==> src/rtl/spi16_master_tx_if.sv <==
// Word handshake plus SPI pins between the fabric and a spi16_master_tx.
interface spi16_master_tx_if;
   logic [15:0] tx_data;
   logic        tx_valid;
   logic        tx_ready;
   logic        busy;
   logic [15:0] rx_data;
   logic        rx_valid;
   logic        spi_cs;
   logic        spi_sck;
   logic        spi_mosi;
   logic        spi_miso;

   modport master (
      input  tx_data, tx_valid, spi_miso,
      output tx_ready, busy, rx_data, rx_valid, spi_cs, spi_sck, spi_mosi
   );

   modport slave (
      output tx_data, tx_valid, spi_miso,
      input  tx_ready, busy, rx_data, rx_valid, spi_cs, spi_sck, spi_mosi
   );
endinterface

==> src/rtl/spi16_master_tx.sv <==
// 16-bit SPI mode-0 initiator, MSB first; optional MISO capture via SPI16_MASTER_TX_RX_EN.
// Latency: cs falls 1 cycle after accept, cs low 34*CLK_DIV cycles, accept-to-accept 34*CLK_DIV+CS_GAP+2.
// Backpressure: tx_ready only in IDLE; tx_valid while busy is ignored.
module spi16_master_tx #(
   parameter int CLK_DIV = 12,
   parameter int CS_GAP  = 8
) (
   input  logic               clk,
   input  logic               rst,
   spi16_master_tx_if.master  bus
);
   localparam int HW = $clog2(CLK_DIV + 1);
   localparam int GW = $clog2(CS_GAP + 1);
   localparam logic [HW-1:0] HALF = HW'(CLK_DIV);
   localparam logic [GW-1:0] GAPN = GW'(CS_GAP);

   typedef enum logic [2:0] {IDLE, LEAD, SHIFT, TRAIL, GAP} state_t;

   state_t         state;
   logic [HW-1:0]  hcnt;
   logic [GW-1:0]  gcnt;
   logic [4:0]     bit_cnt;
   logic [15:0]    tx_sh;

`ifdef SPI16_MASTER_TX_RX_EN
   logic [15:0]    rx_sh;
   logic [15:0]    rx_q;
   assign bus.rx_data = rx_q;
`else
   assign bus.rx_data = 16'h0000;
`endif

   always_ff @(posedge clk or posedge rst) begin
      if (rst) begin
         state        <= IDLE;
         hcnt         <= '0;
         gcnt         <= '0;
         bit_cnt      <= '0;
         tx_sh        <= '0;
         bus.tx_ready <= 1'b1;
         bus.busy     <= 1'b0;
         bus.spi_cs   <= 1'b1;
         bus.spi_sck  <= 1'b0;
         bus.spi_mosi <= 1'b0;
         bus.rx_valid <= 1'b0;
`ifdef SPI16_MASTER_TX_RX_EN
         rx_sh        <= '0;
         rx_q         <= '0;
`endif
      end else begin
         bus.rx_valid <= 1'b0;
         case (state)
            IDLE: begin
               if (bus.tx_valid) begin
                  tx_sh        <= bus.tx_data;
                  bus.tx_ready <= 1'b0;
                  bus.busy     <= 1'b1;
                  hcnt         <= '0;
                  state        <= LEAD;
               end
            end
            LEAD: begin
               // First LEAD cycle only drops cs; the CLK_DIV low phase starts after it.
               if (bus.spi_cs) begin
                  bus.spi_cs   <= 1'b0;
                  bus.spi_mosi <= tx_sh[15];
                  hcnt         <= HW'(1);
               end else if (hcnt == HALF) begin
                  bus.spi_sck <= 1'b1;
                  hcnt        <= HW'(1);
                  bit_cnt     <= 5'd0;
`ifdef SPI16_MASTER_TX_RX_EN
                  rx_sh       <= {rx_sh[14:0], bus.spi_miso};
`endif
                  state       <= SHIFT;
               end else begin
                  hcnt <= hcnt + 1'b1;
               end
            end
            SHIFT: begin
               if (hcnt != HALF) begin
                  hcnt <= hcnt + 1'b1;
               end else begin
                  hcnt <= HW'(1);
                  if (bus.spi_sck) begin
                     bus.spi_sck <= 1'b0;
                     bit_cnt     <= bit_cnt + 5'd1;
                     if (bit_cnt != 5'd15) begin
                        tx_sh        <= {tx_sh[14:0], 1'b0};
                        bus.spi_mosi <= tx_sh[14];
                     end
                  end else if (bit_cnt == 5'd16) begin
                     state <= TRAIL;
                  end else begin
                     bus.spi_sck <= 1'b1;
`ifdef SPI16_MASTER_TX_RX_EN
                     rx_sh       <= {rx_sh[14:0], bus.spi_miso};
`endif
                  end
               end
            end
            TRAIL: begin
               if (hcnt == HALF) begin
                  bus.spi_cs   <= 1'b1;
                  bus.spi_mosi <= 1'b0;
                  bus.rx_valid <= 1'b1;
`ifdef SPI16_MASTER_TX_RX_EN
                  rx_q         <= rx_sh;
`endif
                  gcnt         <= GW'(1);
                  state        <= GAP;
               end else begin
                  hcnt <= hcnt + 1'b1;
               end
            end
            GAP: begin
               if (gcnt == GAPN) begin
                  bus.tx_ready <= 1'b1;
                  bus.busy     <= 1'b0;
                  state        <= IDLE;
               end else begin
                  gcnt <= gcnt + 1'b1;
               end
            end
            default: state <= IDLE;
         endcase
      end
   end
endmodule

==> src/flat_wrapper.sv <==
// flat-port wrapper written by rule: the top's interface ports become plain ports
module spi16_master_tx_flat 
#(
   parameter int CLK_DIV = 12,
   parameter int CS_GAP  = 8
)
  (clk, rst, bus_tx_data, bus_tx_valid, bus_spi_miso, bus_tx_ready, bus_busy, bus_rx_data, bus_rx_valid, bus_spi_cs, bus_spi_sck, bus_spi_mosi);
  spi16_master_tx_if bus_i ();
  input  logic clk;
  input  logic rst;
  input wire logic [$bits(bus_i.tx_data)-1:0] bus_tx_data;
  input wire logic [$bits(bus_i.tx_valid)-1:0] bus_tx_valid;
  input wire logic [$bits(bus_i.spi_miso)-1:0] bus_spi_miso;
  output wire logic [$bits(bus_i.tx_ready)-1:0] bus_tx_ready;
  output wire logic [$bits(bus_i.busy)-1:0] bus_busy;
  output wire logic [$bits(bus_i.rx_data)-1:0] bus_rx_data;
  output wire logic [$bits(bus_i.rx_valid)-1:0] bus_rx_valid;
  output wire logic [$bits(bus_i.spi_cs)-1:0] bus_spi_cs;
  output wire logic [$bits(bus_i.spi_sck)-1:0] bus_spi_sck;
  output wire logic [$bits(bus_i.spi_mosi)-1:0] bus_spi_mosi;
  assign bus_i.tx_data = bus_tx_data;
  assign bus_i.tx_valid = bus_tx_valid;
  assign bus_i.spi_miso = bus_spi_miso;
  assign bus_tx_ready = bus_i.tx_ready;
  assign bus_busy = bus_i.busy;
  assign bus_rx_data = bus_i.rx_data;
  assign bus_rx_valid = bus_i.rx_valid;
  assign bus_spi_cs = bus_i.spi_cs;
  assign bus_spi_sck = bus_i.spi_sck;
  assign bus_spi_mosi = bus_i.spi_mosi;
  spi16_master_tx #(.CLK_DIV(CLK_DIV), .CS_GAP(CS_GAP)) u_core (.clk(clk), .rst(rst), .bus(bus_i));
endmodule
==> config.mk <==
export PLATFORM = sky130hd
export DESIGN_NAME = spi16_master_tx_flat
export DESIGN_NICKNAME = d
export VERILOG_FILES = /design/src/rtl/spi16_master_tx_if.sv /design/src/rtl/spi16_master_tx.sv /design/src/flat_wrapper.sv
export SDC_FILE = /design/constraint.sdc
export NUM_CORES = 1
export LEC_CHECK = 0
export CAP_MARGIN = 40
export CORE_ASPECT_RATIO = 1.1
export CORE_MARGIN = 3
export CORE_UTILIZATION = 47
export CTS_CLUSTER_DIAMETER = 80
export CTS_CLUSTER_SIZE = 28
export DETAILED_ROUTE_END_ITERATION = 8
export GPL_TIMING_DRIVEN = 0
export PLACE_DENSITY = 0.76
export SLEW_MARGIN = 10
export SYNTH_ARGS = -nofsm -noshare
export SYNTH_HDL_FRONTEND = slang
export SYNTH_SLANG_ARGS = --single-unit
==> constraint.sdc <==
create_clock -name clk -period 1.6 [get_ports clk]
set_input_delay 0.4 -clock clk [delete_from_list [all_inputs] [get_ports clk]]
set_output_delay 0.4 -clock clk [all_outputs]
set_load 0.01 [all_outputs]
==> impl_results.html, run 1 <==
<table>
<tr><th>Metric</th><th>Value</th></tr>
<tr><th colspan="2">Pwr</th></tr>
<tr><td>Logic pwr share</td><td>0.208</td></tr>
<tr><td>Total Power Consumption</td><td>roughly 2.2 mW</td></tr>
<tr><td>Power density relative to cell area</td><td>743 mW/mm2</td></tr>
<tr><td>Internal power component</td><td>about 1.6 mW</td></tr>
<tr><td>Net switching power figure</td><td>647 uW</td></tr>
<tr><td>Sequential fraction of design power</td><td>0.500</td></tr>
<tr><td>Fraction of power consumed by the clock network</td><td>0.292</td></tr>
<tr><td>Peak supply drop</td><td>0.544 mV</td></tr>
<tr><td>Leak pwr</td><td>1.33 nW</td></tr>
<tr><td>Sw Share</td><td>0.289</td></tr>
<tr><th colspan="2">Route</th></tr>
<tr><td>Detailed-router iteration count before antenna repair</td><td>4</td></tr>
<tr><td>Detailed-route vias per instance</td><td>5.23</td></tr>
<tr><td>Initial drt markers</td><td>108</td></tr>
<tr><td>Average wire per cell in the routed design</td><td>13.5 um</td></tr>
<tr><td>Vias</td><td>1,793</td></tr>
<tr><td>DRC violation count after routing</td><td>0</td></tr>
<tr><td>Antenna violation net count after detailed routing</td><td>0</td></tr>
<tr><td>Routed WL</td><td>4650 um</td></tr>
<tr><th colspan="2">Worst setup path</th></tr>
<tr><td>Startpoint of the worst register-to-register path</td><td>u_core.bit_cnt[0]$_DFFE_PP0P_</td></tr>
<tr><td>Crit Path Max Fanout</td><td>7</td></tr>
<tr><td>Arrival time at the worst endpoint</td><td>1970 ps</td></tr>
<tr><td>Path depth of the worst reg2reg path</td><td>7</td></tr>
<tr><td>Required @ worst endpoint</td><td>1790 ps</td></tr>
<tr><td>Capturing element type of the critical path</td><td>flip-flop</td></tr>
<tr><td>Worst reg2reg endpoint</td><td>u_core.tx_sh[3]$_DFFE_PP0P_</td></tr>
<tr><td>Slack of the worst reg-to-reg path</td><td>-190 ps</td></tr>
<tr><td>CP startpoint kind</td><td>flip-flop</td></tr>
<tr><td>Class of the most critical setup path</td><td>reg -&gt; reg</td></tr>
<tr><th colspan="2">STA</th></tr>
<tr><td>Crit path setup slack, layout</td><td>-187 ps</td></tr>
<tr><td>Post-layout minimum cycle time</td><td>1790 ps</td></tr>
<tr><td>Final hold viol count</td><td>0</td></tr>
<tr><td>Final count of negative-setup-slack endpoints</td><td>16</td></tr>
<tr><td>Number of pins exceeding their max-slew limit in the final report</td><td>0</td></tr>
<tr><td>Post-route clock period utilization</td><td>1.12</td></tr>
<tr><td>Setup repair after global routing missed its margin</td><td>yes</td></tr>
<tr><td>Final worst clock skew</td><td>8.11 ps</td></tr>
<tr><td>Maximum achievable frequency</td><td>about 560 MHz</td></tr>
<tr><th colspan="2">CTS</th></tr>
<tr><td>CTS tree</td><td>built</td></tr>
<tr><td>Number of buffers inserted for hold repair after clock tree synthesis</td><td>0</td></tr>
<tr><td>Total number of clock tree sinks</td><td>38</td></tr>
<tr><td>Clock Tree Buf Depth</td><td>2</td></tr>
<tr><td>Root Buffer</td><td>sky130_fd_sc_hd__clkbuf_8</td></tr>
<tr><td>Number of CTS-inserted buffers</td><td>5</td></tr>
<tr><td>Post-CTS clock slew at the launch and capture registers of the worst setup and hold paths</td><td>80 ps</td></tr>
<tr><td>Skew-Pair Late Insertion Delay</td><td>290 ps</td></tr>
<tr><td>H-tree levels</td><td>2</td></tr>
<tr><th colspan="2">Cells and area</th></tr>
<tr><td>Final standard cell count with taps included and fillers excluded</td><td>roughly 340</td></tr>
<tr><td>Antenna Diode Count</td><td>0</td></tr>
<tr><td>Utilization of the core after routing</td><td>0.684</td></tr>
<tr><td>Number of filler instances in the final layout</td><td>340</td></tr>
<tr><td>Layout cells sized above 1</td><td>0.349</td></tr>
<tr><td>Layout-stage area growth over the synthesis result</td><td>37.7%</td></tr>
<tr><td>Area of all placed cells without fillers</td><td>0.00302 mm2</td></tr>
<tr><td># nets final</td><td>between 300 and 400</td></tr>
<tr><th colspan="2">Global routing</th></tr>
<tr><td>Via count of the first global-routing pass</td><td>1,774</td></tr>
<tr><td>Global routing usage summed across all routing layers</td><td>0.179</td></tr>
<tr><td>Global route overflow</td><td>0</td></tr>
<tr><td>Initial antenna violation count</td><td>0</td></tr>
<tr><td>Largest net degree at the start of global routing</td><td>39</td></tr>
<tr><td>Global-route wire length before repair</td><td>7890 um</td></tr>
<tr><th colspan="2">Worst hold path</th></tr>
<tr><td>Type of the most critical hold path</td><td>in -&gt; async</td></tr>
<tr><th colspan="2">Placement</th></tr>
<tr><td>Placed wire-length estimate after detailed placement</td><td>3070 um</td></tr>
<tr><td>Routability congestion estimate</td><td>approximately 0.82</td></tr>
<tr><td>Placement Cell Area</td><td>0.00262 mm2</td></tr>
<tr><td>Placed instance count</td><td>roughly 320</td></tr>
<tr><td>Quantity of I/O buffers inserted on ports</td><td>24</td></tr>
<tr><th colspan="2">Floorplan</th></tr>
<tr><td>DIE AREA</td><td>approximately 0.0055 mm2</td></tr>
<tr><td>Area of the core</td><td>roughly 0.0044 mm2</td></tr>
<tr><td>Initial Utilization</td><td>0.497</td></tr>
<tr><td>Site row count</td><td>25</td></tr>
<tr><td>I/O pin cnt</td><td>42</td></tr>
<tr><td>Vertical die dimension</td><td>77.6 um</td></tr>
<tr><td>Die width</td><td>71.1 um</td></tr>
<tr><th colspan="2">Synthesis</th></tr>
<tr><td>Leading post-synthesis cells by instance count</td><td>sky130_fd_sc_hd__dfrtp_1, sky130_fd_sc_hd__nand2_1, sky130_fd_sc_hd__buf_4, sky130_fd_sc_hd__mux2i_1, sky130_fd_sc_hd__inv_1</td></tr>
<tr><td>Most frequent cell after synthesis</td><td>sky130_fd_sc_hd__dfrtp_1</td></tr>
<tr><td>Synthesized area divided by synthesized cell count</td><td>9.91 um2</td></tr>
<tr><td>FFs w/ async S/R, synth</td><td>1.00</td></tr>
<tr><td>Gate count of the mapped netlist</td><td>221</td></tr>
<tr><td>Post-synth EDFFs</td><td>0</td></tr>
<tr><td>Ranking of synthesized cells by area</td><td>sky130_fd_sc_hd__dfrtp_1, sky130_fd_sc_hd__mux2i_1, sky130_fd_sc_hd__buf_4</td></tr>
<tr><td>Share of the synthesized area in the top cell type</td><td>0.411</td></tr>
<tr><td>Cell taking the most area after synthesis</td><td>sky130_fd_sc_hd__dfrtp_1</td></tr>
<tr><td>Portion of the post-synthesis area used by sequential elements</td><td>0.435</td></tr>
<tr><td>Post-synthesis sequential element count</td><td>38</td></tr>
<tr><td>Post-synth design cell area</td><td>roughly 0.0022 mm2</td></tr>
<tr><td>Post-synth top flop</td><td>sky130_fd_sc_hd__dfrtp_1</td></tr>
<tr><td>Count of synthesis-stage warnings from yosys</td><td>0</td></tr>
<tr><td>Count of unique library cells instantiated by Yosys</td><td>49</td></tr>
<tr><th colspan="2">Flow run</th></tr>
<tr><td>Number of maximum-capacitance violations</td><td>0</td></tr>
<tr><th colspan="2">Outcome</th></tr>
<tr><td>Run status</td><td>complete, but fails checks</td></tr>
<tr><td>Failing checks</td><td>negative setup slack</td></tr>
</table>
## worst max-delay path by stage
stage / startpoint / endpoint / slack, ps
6_report: u_core.bit_cnt[0]$_DFFE_PP0P_ / u_core.tx_sh[3]$_DFFE_PP0P_ / -190
2_1_floorplan: u_core.bit_cnt[1]$_DFFE_PP0P_ / u_core.tx_sh[4]$_DFFE_PP0P_ / -2
3_3_place_gp: rst / u_core.hcnt[3]$_DFFE_PP0P_ / -530
4_1_cts: u_core.bit_cnt[1]$_DFFE_PP0P_ / u_core.tx_sh[12]$_DFFE_PP0P_ / -160
5_1_grt: u_core.bit_cnt[0]$_DFFE_PP0P_ / u_core.tx_sh[7]$_DFFE_PP0P_ / -270
3_5_place_dp: bus_tx_valid / u_core.tx_sh[12]$_DFFE_PP0P_ / -430
## per-stage QoR
step,worst slack (ps),hold WS [ps],TNS (ps)
floorplan,-2.37,437,-24.8
detailed placement,-433,464,-7210
CTS,-161,447,-2230
finish,-187,435,-2660
global placement,-534,459,-26480
global route,-266,459,-4140
## flip-flops by register name, indices dropped and copies added, names as in the netlist
name / flops
u_core.bit_cnt: 5
u_core.bus.busy: 1
u_core.bus.tx_ready: 1
u_core.bus.rx_valid: 1
u_core.bus.spi_mosi: 1
u_core.tx_sh: 16
u_core.gcnt: 4
u_core.state: 3
u_core.bus.spi_sck: 1
u_core.bus.spi_cs: 1
u_core.hcnt: 4
## cell type report
class                   count  area (um2)  share of cell area
multi-input cells         160        1220               0.405
flip-flops and latches     38         956               0.317
repair buffers             45         415               0.138
plain buffers              26         226              0.0750
clock buffers               7        76.3              0.0253
well taps                  54        67.6              0.0224
inverters                  12        45.0              0.0149
clock inverters             1        7.51             0.00249
## cells by family (layout without fill, tap and decap cells)
group | count (synthesis) | in the layout | synth area share
xor+xnor | 5 | 5 | 0.0200
mux | 17 | 17 | 0.0777
compound gates | 53 | 53 | 0.168
simple gates | 62 | 62 | 0.155
flops | 38 | 38 | 0.435
other cells | 1 | 16 | 0.00171
buf+inv | 38 | 91 | 0.102
fa+ha+maj | 7 | 7 | 0.0400
## cells in the final DEF, fill, tap and decap left out, types with 3 or more instances in the layout
master,netlist,routed
sky130_fd_sc_hd__nor2_1,9,6
sky130_fd_sc_hd__a31oi_1,3,3
sky130_fd_sc_hd__clkdlybuf4s50_1,0,19
sky130_fd_sc_hd__nand2_2,0,11
sky130_fd_sc_hd__o21ai_0,11,5
sky130_fd_sc_hd__inv_1,12,8
sky130_fd_sc_hd__dlygate4sd2_1,0,4
sky130_fd_sc_hd__a21oi_1,5,4
sky130_fd_sc_hd__xnor2_1,3,3
sky130_fd_sc_hd__o21ai_2,1,5
sky130_fd_sc_hd__o21ai_1,11,12
sky130_fd_sc_hd__o21a_1,3,3
sky130_fd_sc_hd__buf_6,0,9
sky130_fd_sc_hd__dfrtp_1,36,34
sky130_fd_sc_hd__clkbuf_8,0,5
sky130_fd_sc_hd__nor2_2,0,3
sky130_fd_sc_hd__buf_4,20,35
sky130_fd_sc_hd__mux2i_1,17,17
sky130_fd_sc_hd__nand2_1,26,15
sky130_fd_sc_hd__ha_1,7,4
sky130_fd_sc_hd__conb_1,1,16
sky130_fd_sc_hd__nand3_1,6,6
sky130_fd_sc_hd__inv_2,0,4
## power groups by stage
stage          logic (mW)  registers, mW  clock network, mW
2_1_floorplan       0.219           1.13                  0
3_3_place_gp        0.361           1.14                  0
3_5_place_dp        0.376           1.14                  0
4_1_cts             0.440           1.11              0.655
5_1_grt             0.530           1.13              0.712
6_report            0.467           1.12              0.654
## per-layer routing
metal,part of all wire,global-route usage,up-vias
li1,-,-,875
met1,0.43,0.217,873
met2,0.51,0.306,38
met3,0.043,0.0466,7
met4,0.015,0.0564,0
met5,0,0,-
## worst max-delay path, stage by stage, from the launching register on
cell	delay, ps
sky130_fd_sc_hd__dfrtp_1	370
sky130_fd_sc_hd__ha_2	190
sky130_fd_sc_hd__and3_4	190
sky130_fd_sc_hd__ha_4	120
sky130_fd_sc_hd__and4b_2	250
sky130_fd_sc_hd__o22ai_4	280
sky130_fd_sc_hd__buf_4	210
sky130_fd_sc_hd__o21ai_1	70
## what timing repair did
item	in CTS	in global routing
resized for setup	31	33
endpoints found under the setup margin	30	32
cloned	3	0
setup buffers	10	7
pin swaps	9	8
endpoints found under the hold margin	0	0
Note: power is estimated with default switching activity, not from simulation.
==> run 2: changes to the inputs <==
--- a/config.mk
+++ b/config.mk
@@ -8,12 +8,12 @@
 export CAP_MARGIN = 40
 export CORE_ASPECT_RATIO = 1.1
 export CORE_MARGIN = 3
-export CORE_UTILIZATION = 47
+export CORE_UTILIZATION = 50
 export CTS_CLUSTER_DIAMETER = 80
 export CTS_CLUSTER_SIZE = 28
 export DETAILED_ROUTE_END_ITERATION = 8
 export GPL_TIMING_DRIVEN = 0
-export PLACE_DENSITY = 0.76
+export PLACE_DENSITY = 0.77
 export SLEW_MARGIN = 10
 export SYNTH_ARGS = -nofsm -noshare
 export SYNTH_HDL_FRONTEND = slang
==> constraint.sdc (replaced) <==
create_clock -name clk -period 2.05 [get_ports clk]
set_input_delay 0.5125 -clock clk [delete_from_list [all_inputs] [get_ports clk]]
set_output_delay 0.5125 -clock clk [all_outputs]
set_load 0.01 [all_outputs]
==> run 2 against run 1 <==
  * The flow now finishes without violations
  * Largest cell class unchanged
  * Critical path type is now reg -> out
  * Final area decreased by 12%
  * Register-to-register slack gained 350 ps
  * Sequential power is 22% lower
  * Total power shrank 24%
  * Clock-buffer cell count decreased by 1
  * Clock power is 18% lower
  * Global-route usage fell by 0.69 points
  * First-iteration DRC count grew 16%
  * Final cell count fell by 6.7%
==> impl_results.html, run 2 (synthesis results as in run 1) <==
<table>
<tr><th>Metric</th><th>Value</th></tr>
<tr><th colspan="2">Outcome</th></tr>
<tr><td>Run status</td><td>complete, no violations</td></tr>
<tr><th colspan="2">Pwr</th></tr>
<tr><td>Sw Share</td><td>0.276</td></tr>
<tr><td>Leak pwr</td><td>1.18 nW</td></tr>
<tr><td>Net switching power figure</td><td>between 400 and 500 uW</td></tr>
<tr><td>Internal power component</td><td>roughly 1.2 mW</td></tr>
<tr><td>Logic pwr share</td><td>0.168</td></tr>
<tr><td>Power density relative to cell area</td><td>642 mW/mm2</td></tr>
<tr><td>Sequential fraction of design power</td><td>0.515</td></tr>
<tr><td>Peak supply drop</td><td>0.354 mV</td></tr>
<tr><td>Fraction of power consumed by the clock network</td><td>0.317</td></tr>
<tr><th colspan="2">Placement</th></tr>
<tr><td>Worst setup timing slack at the placement stage</td><td>-109 ps</td></tr>
<tr><td>Routability congestion estimate</td><td>between 0.8 and 0.9</td></tr>
<tr><td>Placement Cell Area</td><td>between 0.002 and 0.003 mm2</td></tr>
<tr><td>Quantity of I/O buffers inserted on ports</td><td>24</td></tr>
<tr><td>Placed wire-length estimate after detailed placement</td><td>between 3000 and 4000 um</td></tr>
<tr><th colspan="2">Global routing</th></tr>
<tr><td>Via count of the first global-routing pass</td><td>1,550</td></tr>
<tr><td>Global routing usage summed across all routing layers</td><td>0.172</td></tr>
<tr><td>Largest net degree at the start of global routing</td><td>39</td></tr>
<tr><td>Global-route wire length before repair</td><td>7110 um</td></tr>
<tr><td>Global route overflow</td><td>0</td></tr>
<tr><td>Initial antenna violation count</td><td>0</td></tr>
<tr><th colspan="2">Route</th></tr>
<tr><td>Antenna violation net count after detailed routing</td><td>0</td></tr>
<tr><td>DRC violation count after routing</td><td>0</td></tr>
<tr><td>Average wire per cell in the routed design</td><td>about 13 um</td></tr>
<tr><td>Detailed-route vias per instance</td><td>5.15</td></tr>
<tr><td>Vias</td><td>~1,600</td></tr>
<tr><td>Routed WL</td><td>4200 um</td></tr>
<tr><td>Initial drt markers</td><td>125</td></tr>
<tr><td>Detailed-router iteration count before antenna repair</td><td>4</td></tr>
<tr><th colspan="2">Cells and area</th></tr>
<tr><td>Max reg flops</td><td>16</td></tr>
<tr><td>Layout cells sized above 1</td><td>0.168</td></tr>
<tr><td># nets final</td><td>between 200 and 300</td></tr>
<tr><td>Layout-stage area growth over the synthesis result</td><td>20.8%</td></tr>
<tr><td>Biggest registers after layout</td><td>u_core.tx_sh (16), u_core.bit_cnt (5)</td></tr>
<tr><td>Most common cell after layout, fill and taps aside</td><td>sky130_fd_sc_hd__dfrtp_1</td></tr>
<tr><td>Number of filler instances in the final layout</td><td>353</td></tr>
<tr><td>Area of all placed cells without fillers</td><td>0.00265 mm2</td></tr>
<tr><td>Antenna Diode Count</td><td>0</td></tr>
<tr><td>Most frequent cells in the layout</td><td>sky130_fd_sc_hd__dfrtp_1, sky130_fd_sc_hd__nand2_1, sky130_fd_sc_hd__clkdlybuf4s50_1, sky130_fd_sc_hd__buf_4, sky130_fd_sc_hd__mux2i_1</td></tr>
<tr><td>Biggest register</td><td>u_core.tx_sh</td></tr>
<tr><th colspan="2">CTS</th></tr>
<tr><td>Number of buffers inserted for hold repair after clock tree synthesis</td><td>0</td></tr>
<tr><td>Number of CTS-inserted buffers</td><td>5</td></tr>
<tr><td>Clock Tree Buf Depth</td><td>2</td></tr>
<tr><td>Number of resized instances in the post-cts repair step</td><td>0</td></tr>
<tr><td>Total number of clock tree sinks</td><td>38</td></tr>
<tr><td>Post-CTS clock slew at the launch and capture registers of the worst setup and hold paths</td><td>roughly 70 ps</td></tr>
<tr><td>CTS tree</td><td>built</td></tr>
<tr><td>Skew-Pair Late Insertion Delay</td><td>around 290 ps</td></tr>
<tr><td>Root Buffer</td><td>sky130_fd_sc_hd__clkbuf_8</td></tr>
<tr><td>H-tree levels</td><td>2</td></tr>
<tr><td>Buffer count from post-CTS setup fixing</td><td>0</td></tr>
<tr><th colspan="2">Worst setup path</th></tr>
<tr><td>Capturing element type of the critical path</td><td>primary output</td></tr>
<tr><td>Number of buffer and inverter instances along the worst setup path</td><td>1</td></tr>
<tr><td>Cells along the critical path</td><td>clkdlybuf4s50_1</td></tr>
<tr><td>Cell at the slowest stage of the critical path</td><td>sky130_fd_sc_hd__dfstp_2</td></tr>
<tr><td>Top Family by Delay on Critical Path</td><td>flip-flops</td></tr>
<tr><td>Arrival time at the worst endpoint</td><td>1450 ps</td></tr>
<tr><td>CP startpoint kind</td><td>flip-flop</td></tr>
<tr><td>Path depth of the worst reg2reg path</td><td>8</td></tr>
<tr><td>Slowest Stage Delay on Critical Path</td><td>610 ps</td></tr>
<tr><td>Crit Path Max Fanout</td><td>7</td></tr>
<tr><td>Class of the most critical setup path</td><td>reg -&gt; out</td></tr>
<tr><td>Required @ worst endpoint</td><td>1540 ps</td></tr>
<tr><td>Count of cell instances traversed by the critical path</td><td>1</td></tr>
<tr><th colspan="2">Flow run</th></tr>
<tr><td>Number of maximum-capacitance violations</td><td>0</td></tr>
<tr><th colspan="2">STA</th></tr>
<tr><td>Number of pins exceeding their max-slew limit in the final report</td><td>0</td></tr>
<tr><td>Post-route clock period utilization</td><td>0.957</td></tr>
<tr><td>Setup repair after global routing missed its margin</td><td>no</td></tr>
<tr><td>Final count of negative-setup-slack endpoints</td><td>0</td></tr>
<tr><td>Post-layout minimum cycle time</td><td>1960 ps</td></tr>
<tr><td>Final hold viol count</td><td>0</td></tr>
<tr><td>Transition time at the pin with the least slew margin</td><td>795 ps</td></tr>
<tr><td>Maximum achievable frequency</td><td>509 MHz</td></tr>
<tr><td>Crit path setup slack, layout</td><td>roughly 87 ps</td></tr>
<tr><td>Worst slew slack as a fraction of its limit</td><td>0.469</td></tr>
<tr><td>Final worst clock skew</td><td>6.38 ps</td></tr>
<tr><td>Worst hold slack</td><td>474 ps</td></tr>
<tr><th colspan="2">Floorplan</th></tr>
<tr><td>Initial Utilization</td><td>0.536</td></tr>
<tr><td>Area of the core</td><td>0.00408 mm2</td></tr>
<tr><td>Die width</td><td>69.1 um</td></tr>
<tr><td>Site row count</td><td>24</td></tr>
<tr><td>Vertical die dimension</td><td>75.4 um</td></tr>
<tr><td>DIE AREA</td><td>0.00521 mm2</td></tr>
<tr><td>I/O pin cnt</td><td>42</td></tr>
<tr><th colspan="2">Worst hold path</th></tr>
<tr><td>Worst Hold Path Cells</td><td>2</td></tr>
<tr><td>Type of the most critical hold path</td><td>reg -&gt; reg</td></tr>
</table>
run 2: changes by cell type in the layout (fill, tap and decap cells not counted), moves of 4 or more:
cell | before | now
sky130_fd_sc_hd__buf_6 | 9 | 0
sky130_fd_sc_hd__clkdlybuf4s50_1 | 19 | 24
sky130_fd_sc_hd__o21ai_2 | 5 | 1
sky130_fd_sc_hd__nand2_2 | 11 | 0
sky130_fd_sc_hd__buf_4 | 35 | 20
sky130_fd_sc_hd__nand2_1 | 15 | 26
sky130_fd_sc_hd__buf_2 | 0 | 5
sky130_fd_sc_hd__dlygate4sd2_1 | 4 | 0
sky130_fd_sc_hd__o21ai_0 | 5 | 11
run 2: power groups by stage:
stage / clock network [mW] / logic, mW / registers (mW)
finish: 0.539 / 0.286 / 0.875
floorplan: 0 / 0.170 / 0.880
CTS: 0.549 / 0.285 / 0.874
global placement: 0 / 0.280 / 0.887
global route: 0.584 / 0.324 / 0.883
detailed placement: 0 / 0.284 / 0.888
run 2: area by class of cell:
cell class	instances	area (um2)	area share
inverter	12	45.0	0.0170
tap	52	65.1	0.0246
buffer	26	179	0.0676
multi-input combinational	160	1070	0.404
sequential	38	953	0.360
clock inverter	2	12.5	0.00473
timing repair buffer	24	240	0.0907
clock buffer	6	82.6	0.0312
run 2: final timing paths:
kind	from	to	slack (ps)
setup reg to reg	u_core.bit_cnt[0]$_DFFE_PP0P_	u_core.tx_sh[9]$_DFFE_PP0P_	160
hold reg to reg	u_core.tx_sh[0]$_DFFE_PP0P_	u_core.tx_sh[0]$_DFFE_PP0P_	470
setup / recovery	u_core.bus.spi_cs$_DFFE_PP1P_	bus_spi_cs	90
hold / removal	u_core.tx_sh[0]$_DFFE_PP0P_	u_core.tx_sh[0]$_DFFE_PP0P_	470
max in group asynchronous	rst	u_core.bus.rx_valid$_DFF_PP0_	860
min in group asynchronous	rst	u_core.tx_sh[1]$_DFFE_PP0P_	690
run 2: metal layers:
metal  vias to the layer above  wire length [um]  GRT usage  share of wire
li1                        836                 -          -              -
met1                       773              2020      0.219           0.48
met2                        36              1970      0.292           0.47
met3                         4               163     0.0409          0.039
met4                         0                49     0.0586          0.012
met5                         -                 0          0              0
run 2: through the flow:
stage / std cells / power [mW] / utilization / TNS (ps)
floorplan: 236 / 1.05 / - / 0
global placement: 312 / 1.17 / 0.625 / -7920
detailed placement: 312 / 1.17 / 0.625 / -1360
CTS: 320 / 1.71 / 0.648 / 0
global route: 320 / 1.79 / 0.648 / 0
finish: 320 / 1.70 / 0.648 / 0
run 2: worst register-to-register path: stages, from the launching register on:
cell and delay [ps]:
sky130_fd_sc_hd__dfrtp_1 420, sky130_fd_sc_hd__ha_1 230, sky130_fd_sc_hd__and3_1 190, sky130_fd_sc_hd__ha_1 190
sky130_fd_sc_hd__and4b_1 300, sky130_fd_sc_hd__o22ai_2 120, sky130_fd_sc_hd__buf_4 200, sky130_fd_sc_hd__nand2_1 70
sky130_fd_sc_hd__o21ai_1 60
==> run 3: changes to the inputs <==
==> constraint.sdc (replaced) <==
create_clock -name clk -period 2.2 [get_ports clk]
set_input_delay 0.55 -clock clk [delete_from_list [all_inputs] [get_ports clk]]
set_output_delay 0.55 -clock clk [all_outputs]
set_load 0.01 [all_outputs]
==> results of run 3 <==
Same layout as run 2 (identical final DEF). Status: complete, no violations.
Among the figures that moved: setup slack after placement -109 ps -> 3.40 ps; setup slack after layout 87.2 ps -> 200 ps; register-to-register setup slack 160 ps -> 310 ps; total power 1.70 mW -> 1.58 mW; worst IR drop on VDD 0.354 mV -> 0.330 mV
